--- src/rtl/plane_offset_from_normal.sv ---
// Plane offset d = -(n . p0) for the RANSAC plane-fit path, built on one shared
// multi-cycle fused multiply-add that is reused for the x, y and z terms.

package ransac_fixed;
    localparam int unsigned value_width = 32;
    localparam int unsigned frac_bits   = 16;

    typedef logic signed [value_width-1:0] fixed_t;

    typedef struct packed {
        fixed_t x;
        fixed_t y;
        fixed_t z;
    } vector3f_t;

    // bit 1 negates the product, bit 0 negates the addend
    typedef enum logic [1:0] {
        FMA_OPCODE_POS_A_POS_C = 2'b00,
        FMA_OPCODE_POS_A_NEG_C = 2'b01,
        FMA_OPCODE_NEG_A_POS_C = 2'b10,
        FMA_OPCODE_NEG_A_NEG_C = 2'b11
    } fma_opcode_t;

    function automatic int unsigned value_bits();
        return value_width;
    endfunction
endpackage

// Non-pipelined Q16.16 fused multiply-add: one rounding, saturating, fixed latency.
module slow_fp_fused_multiply_add
    import ransac_fixed::*;
#(
    parameter int unsigned latency = 4
) (
    input  logic        clock,
    input  logic        reset,
    input  logic        input_valid,
    output logic        input_ready,
    input  fixed_t      a,
    input  fixed_t      b,
    input  fixed_t      c,
    input  fma_opcode_t opcode,
    output logic        output_valid,
    output fixed_t      result
);
    localparam int unsigned eff_latency = (latency < 1) ? 1 : latency;
    localparam int unsigned count_width = 8;
    localparam logic signed [63:0] sat_max = 64'sh0000_0000_7fff_ffff;
    localparam logic signed [63:0] sat_min = 64'shffff_ffff_8000_0000;
    localparam logic signed [63:0] half_lsb = 64'sd32768;

    logic signed [63:0] a_ext, b_ext, c_ext, prod, sum, rounded;
    fixed_t             sat_value;
    logic               busy_q;
    logic [count_width-1:0] count_q;

    // Exact product plus aligned addend, rounded half-up once, then clamped.
    always_comb begin
        a_ext   = {{32{a[31]}}, a};
        b_ext   = {{32{b[31]}}, b};
        c_ext   = {{16{c[31]}}, c, 16'h0000};
        prod    = a_ext * b_ext;
        sum     = (opcode[1] ? -prod : prod) + (opcode[0] ? -c_ext : c_ext);
        rounded = (sum + half_lsb) >>> frac_bits;
        if (rounded > sat_max) begin
            sat_value = fixed_t'(sat_max[31:0]);
        end else if (rounded < sat_min) begin
            sat_value = fixed_t'(sat_min[31:0]);
        end else begin
            sat_value = fixed_t'(rounded[31:0]);
        end
    end

    always_ff @(posedge clock or posedge reset) begin
        if (reset) begin
            busy_q       <= 1'b0;
            count_q      <= '0;
            input_ready  <= 1'b1;
            output_valid <= 1'b0;
            result       <= '0;
        end else begin
            output_valid <= 1'b0;
            if (!busy_q) begin
                if (input_valid && input_ready) begin
                    busy_q      <= 1'b1;
                    input_ready <= 1'b0;
                    count_q     <= count_width'(eff_latency - 1);
                    result      <= sat_value;
                end
            end else if (count_q == '0) begin
                busy_q       <= 1'b0;
                input_ready  <= 1'b1;
                output_valid <= 1'b1;
            end else begin
                count_q <= count_q - count_width'(1);
            end
        end
    end
endmodule

module plane_offset_from_normal
    import ransac_fixed::*;
#(
    parameter int unsigned multiply_latency = ransac_fixed::value_bits() / 8
) (
    input  logic      clock,
    input  logic      reset,
    input  logic      input_valid,
    input  vector3f_t normal,
    input  vector3f_t point,
    output logic      input_ready,
    output logic      output_valid,
    input  logic      output_ready,
    output vector3f_t plane_normal,
    output fixed_t    plane_offset,
    output logic      degenerate
);
    typedef enum logic [1:0] {IDLE, ISSUE, WAIT, DONE} state_t;

    state_t    state_q, state_d;
    vector3f_t n_q, n_d, p_q, p_d;
    logic [1:0] k_q, k_d;
    fixed_t    acc_q, acc_d;
    logic      fma_valid, fma_valid_d;
    logic      input_ready_d, output_valid_d, degenerate_d;
    vector3f_t plane_normal_d;
    fixed_t    plane_offset_d;

    logic      fma_ready, fma_out_valid;
    fixed_t    fma_a, fma_b, fma_c, fma_result;

    function automatic fixed_t component(input vector3f_t v, input logic [1:0] k);
        case (k)
            2'd0:    return v.x;
            2'd1:    return v.y;
            default: return v.z;
        endcase
    endfunction

    // Term k contributes -n[k]*p[k] on top of the running sum.
    always_comb begin
        fma_a = component(n_q, k_q);
        fma_b = component(p_q, k_q);
        fma_c = (k_q == 2'd0) ? fixed_t'(0) : acc_q;
    end

    slow_fp_fused_multiply_add #(
        .latency(multiply_latency)
    ) u_fma (
        .clock       (clock),
        .reset       (reset),
        .input_valid (fma_valid),
        .input_ready (fma_ready),
        .a           (fma_a),
        .b           (fma_b),
        .c           (fma_c),
        .opcode      (FMA_OPCODE_NEG_A_POS_C),
        .output_valid(fma_out_valid),
        .result      (fma_result)
    );

    always_ff @(posedge clock or posedge reset) begin
        if (reset) begin
            state_q      <= IDLE;
            n_q          <= '0;
            p_q          <= '0;
            k_q          <= '0;
            acc_q        <= '0;
            fma_valid    <= 1'b0;
            input_ready  <= 1'b1;
            output_valid <= 1'b0;
            plane_normal <= '0;
            plane_offset <= '0;
            degenerate   <= 1'b0;
        end else begin
            state_q      <= state_d;
            n_q          <= n_d;
            p_q          <= p_d;
            k_q          <= k_d;
            acc_q        <= acc_d;
            fma_valid    <= fma_valid_d;
            input_ready  <= input_ready_d;
            output_valid <= output_valid_d;
            plane_normal <= plane_normal_d;
            plane_offset <= plane_offset_d;
            degenerate   <= degenerate_d;
        end
    end

    always_comb begin
        state_d        = state_q;
        n_d            = n_q;
        p_d            = p_q;
        k_d            = k_q;
        acc_d          = acc_q;
        fma_valid_d    = fma_valid;
        input_ready_d  = input_ready;
        output_valid_d = output_valid;
        plane_normal_d = plane_normal;
        plane_offset_d = plane_offset;
        degenerate_d   = degenerate;

        case (state_q)
            IDLE: begin
                if (input_valid && input_ready) begin
                    n_d           = normal;
                    p_d           = point;
                    k_d           = '0;
                    acc_d         = '0;
                    input_ready_d = 1'b0;
                    // A zero normal means collinear samples: report it without using the FMA.
                    if (normal == '0) begin
                        state_d        = DONE;
                        plane_normal_d = '0;
                        plane_offset_d = '0;
                        degenerate_d   = 1'b1;
                        output_valid_d = 1'b1;
                    end else begin
                        state_d     = ISSUE;
                        fma_valid_d = 1'b1;
                    end
                end
            end
            ISSUE: begin
                if (fma_ready) begin
                    fma_valid_d = 1'b0;
                    state_d     = WAIT;
                end
            end
            WAIT: begin
                if (fma_out_valid) begin
                    acc_d = fma_result;
                    if (k_q == 2'd2) begin
                        k_d     = '0;
                        state_d = DONE;
                    end else begin
                        k_d         = k_q + 2'd1;
                        fma_valid_d = 1'b1;
                        state_d     = ISSUE;
                    end
                end
            end
            DONE: begin
                if (!output_valid) begin
                    plane_normal_d = n_q;
                    plane_offset_d = acc_q;
                    degenerate_d   = 1'b0;
                    output_valid_d = 1'b1;
                end else if (output_ready) begin
                    output_valid_d = 1'b0;
                    input_ready_d  = 1'b1;
                    state_d        = IDLE;
                end
            end
            default: state_d = IDLE;
        endcase
    end
endmodule

--- config.mk ---
export PLATFORM = sky130hd
export DESIGN_NAME = plane_offset_from_normal
export DESIGN_NICKNAME = d
export VERILOG_FILES = /design/src/rtl/plane_offset_from_normal.sv
export SDC_FILE = /design/constraint.sdc
export NUM_CORES = 2
export LEC_CHECK = 0
export CAP_MARGIN = 20
export CORE_UTILIZATION = 45
export CTS_CLUSTER_SIZE = 14
export DETAILED_ROUTE_END_ITERATION = 8
export PLACE_DENSITY = 0.72
export SETUP_SLACK_MARGIN = 0.1
export SYNTH_ARGS = -nofsm -noshare
export SYNTH_HDL_FRONTEND = slang
export SYNTH_HIERARCHICAL = 1
export SYNTH_SLANG_ARGS = --single-unit
--- constraint.sdc ---
create_clock -name clock -period 16.67 [get_ports clock]
set_clock_uncertainty 0.05 [all_clocks]
set_input_delay 1.667 -clock clock [delete_from_list [all_inputs] [get_ports clock]]
set_output_delay 1.667 -clock clock [all_outputs]
set_load 0.05 [all_outputs]
==> results.json <==
{
  "drv_slew": 9,
  "totalWireLength_um": 183200,
  "rows": 133,
  "grt_setup_unrepaired": "false",
  "fin_cells": 8351,
  "hold_buffers": 0,
  "p_sw_mw": 0.4834,
  "fmax_mhz": 65.78,
  "area_growth_pct": 11.33,
  "nets": 8115,
  "die_h_um": 367.2,
  "timing.final.ws_setup_ps": 1467,
  "setup_viol": 0,
  "ys_seq_area_frac": 0.1681,
  "hold_viol_final": 0,
  "power.total_mw": 2.144,
  "antenna_found_initial": 10,
  "cp_data_arrival_time_ps": 15620,
  "fin_area_sq_um": 66810,
  "layout-drive-gt1-share": 0.07208,
  "crit_path_top_delay_cell": "dfrtp_4",
  "start_util": 0.4547,
  "end_kind": "register",
  "start_kind": "register",
  "relSlewSlack": -0.01800,
  "critPathKind": "register to register",
  "wl_per_cell_um": 21.93,
  "cts_max_level": 2,
  "port_buffers": 326,
  "grt_usage": 0.2762,
  "crit_top_cell": "fa_1",
  "clock_latency_ps": 610,
  "critPathRequiredTime_ps": 17090,
  "synth_seq_cells": 403,
  "grt.overflow.total": 0,
  "pwr-share-seq": 0.459,
  "hpwl_um": 149200,
  "postRouteAntennaNets": 0,
  "synthCells": 6441,
  "status": "complete, but fails checks",
  "clk_path_buf_depth": 3,
  "synth-edff-count": 0,
  "ys_warn_count": 6,
  "cts_root_buf": "clkbuf_16",
  "grt_first_pass_wirelength_um": 289400,
  "post_cts_buffers": 0,
  "totalNegativeSetupSlack_ps": 0,
  "async_reset_ff_frac": 1.000,
  "avgSynthCellArea_sq_um": 9.317,
  "period_share": 0.9120,
  "io_pins": 327,
  "critPathMaxStageDelay_ps": 850,
  "cap_violations": 0,
  "num_vias": 46493,
  "gp_congestion": 0.9861,
  "cts_resized": 0,
  "p_sw_frac": 0.2254,
  "crit_fanout": 32,
  "p_int_mw": 1.661,
  "pwr-share-clk": 0.494,
  "ys.flop_type": "dfrtp_1",
  "die_area_sq_um": 134800,
  "power_frac_comb": 0.046,
  "cts_buffers": 43,
  "min_period_ps": 15200,
  "worst_pin_slew_ps": 1508,
  "yosysUniqueCellTypes": 90,
  "tritoncts": "yes",
  "placed_cells": 8261,
  "viasPerCell": 5.567,
  "dpl_worst_slack_ps": 1529,
  "hold_path_class": "register to register",
  "die_w_um": 367.2,
  "drt_pass1_iterations": 6,
  "p_leak_nw": 32.00,
  "drt_iter0_drc": 3788,
  "ir_drop_mv": 0.06921,
  "p_per_area_nw_per_um2": 32.10,
  "failed_checks": "max-slew violations",
  "placed_area_sq_um": 65130,
  "path_clk_slew_ps": 60,
  "coreArea_sq_um": 132000,
  "drt_drc_violations_left": 0,
  "grt_pass1_vias": 49251,
  "synth_area_sq_um": 60010,
  "grt_max_degree": 149,
  "cts.sinks": 403
}
layout by cell type, fill, tap and decap left out, drive strengths merged, types with 20 or more instances in the layout:
cell type      synthesis  layout
a21oi                134     134
clkbuf               307      61
nor3                  38      38
nand2                985     985
nand4                 44      44
dfrtp                401     401
inv                 1069    1072
fa                  1083    1083
a221o                 34      34
nor2b                 45      45
o21a                  23      23
a21o                  43      43
nand3                 41      41
mux2                 194     194
ha                   280     280
and2                 557     557
xor2                  31      31
xnor2                141     141
o211ai                24      24
nor2                 134     134
mux2i                 78      78
clkdlybuf4s50          0     326
o21ai                340     340
and3                  20      20
or3                   30      30
o31ai                 27      27
buf                   52     100
nor4                  57      57
nand2b                28      28
metrics by stage:
| stage | utilization | hold slack (ps) |
|---|---|---|
| after global placement | 0.4932 | 430.0 |
| final | 0.5063 | 445.4 |
| after CTS | 0.5053 | 446.9 |
| after floorplan | - | 413.6 |
| after detailed placement | 0.4935 | 433.1 |
| after global routing | 0.5062 | 457.5 |
cell families after synthesis:
family	Yosys count	synth area share
simple gates	2035	0.1659
buf+inv	1429	0.09172
fa+ha+maj	1363	0.4197
compound gates	765	0.08000
flops	403	0.1681
mux	272	0.04941
xor+xnor	172	0.02510
other cells	2	0.0001251
sequential cells by signal (all words and copies together) (netlist names), 2 cells and up:
name and cells:
n_q 96, p_q 96, plane_normal 96, acc_q 32
plane_offset 32, u_fma/result 32, u_fma/count_q 8, k_q 2
state_q 2
per-layer routing:
metal,track usage,vias to the layer above,wire length [um]
met4,0.1037,0,7505
li1,-,20365,-
met5,0,-,0
met2,0.4415,1748,85590
met1,0.3784,24016,76400
met3,0.04319,364,13660
path summary, 6_finish.rpt:
kind | cells after the start | from | end | slack, ps
worst max-delay path | 43 | k_q[0] | u_fma/result[9] | 1470
worst min-delay path | 1 | degenerate | degenerate | 450
worst max register to register | 43 | k_q[0] | u_fma/result[9] | 1470
worst min register to register | 1 | degenerate | degenerate | 450
max in group asynchronous | 6 | reset | p_q[17] | 11430
min in group asynchronous | 2 | reset | plane_offset[8] | 1500
worst max-delay path, delay by kind of cell (launching register included):
kind	cells	cell delay, ps
AO/OA/AOI/OAI	14	4230
flip-flops	1	850
XOR/XNOR	3	740
multiplexers	1	160
adder cells (fa/ha/maj)	11	5220
AND/OR/NAND/NOR	9	2460
buffers and inverters	5	1230
cell usage after synthesis, drive strengths merged, types with 30 or more instances:
| master | count | area, sq um |
|---|---|---|
| mux2 | 194 | 2185 |
| and2 | 557 | 3485 |
| nor3 | 38 | 190.2 |
| xor2 | 31 | 271.5 |
| nor2 | 134 | 503.0 |
| a21o | 43 | 322.8 |
| buf | 52 | 331.6 |
| nand4 | 44 | 281.5 |
| mux2i | 78 | 780.8 |
| dfrtp | 401 | 10030 |
| clkbuf | 307 | 1156 |
| fa | 1083 | 21680 |
| or3 | 30 | 187.7 |
| xnor2 | 141 | 1235 |
| nand2 | 985 | 3697 |
| nor4 | 57 | 384.1 |
| a221o | 34 | 340.3 |
| ha | 280 | 3503 |
| nor2b | 45 | 281.5 |
| a21oi | 134 | 670.6 |
| nand3 | 41 | 205.2 |
| inv | 1069 | 4013 |
| o21ai | 340 | 1739 |
power by group through the flow:
stage / clock (mW) / sequential (mW) / combinational, mW
4_1_cts: 1.07 / 0.985 / 0.0965
2_1_floorplan: 0 / 1.00 / 0.0240
3_5_place_dp: 0 / 1.00 / 0.0961
3_3_place_gp: 0 / 1.00 / 0.0955
6_report: 1.06 / 0.985 / 0.0993
5_1_grt: 1.11 / 0.985 / 0.104
cell type report:
class,count,area [sq um]
clock inverters,19,326.6
well taps,1755,2196
flip-flops and latches,403,10090
inverters,1070,4024
diodes,6,15.01
fillers,11999,65150
repair buffers,427,4141
clock buffers,60,1230
multi-input cells,4611,44780
Note: power is estimated with default switching activity, not from simulation.
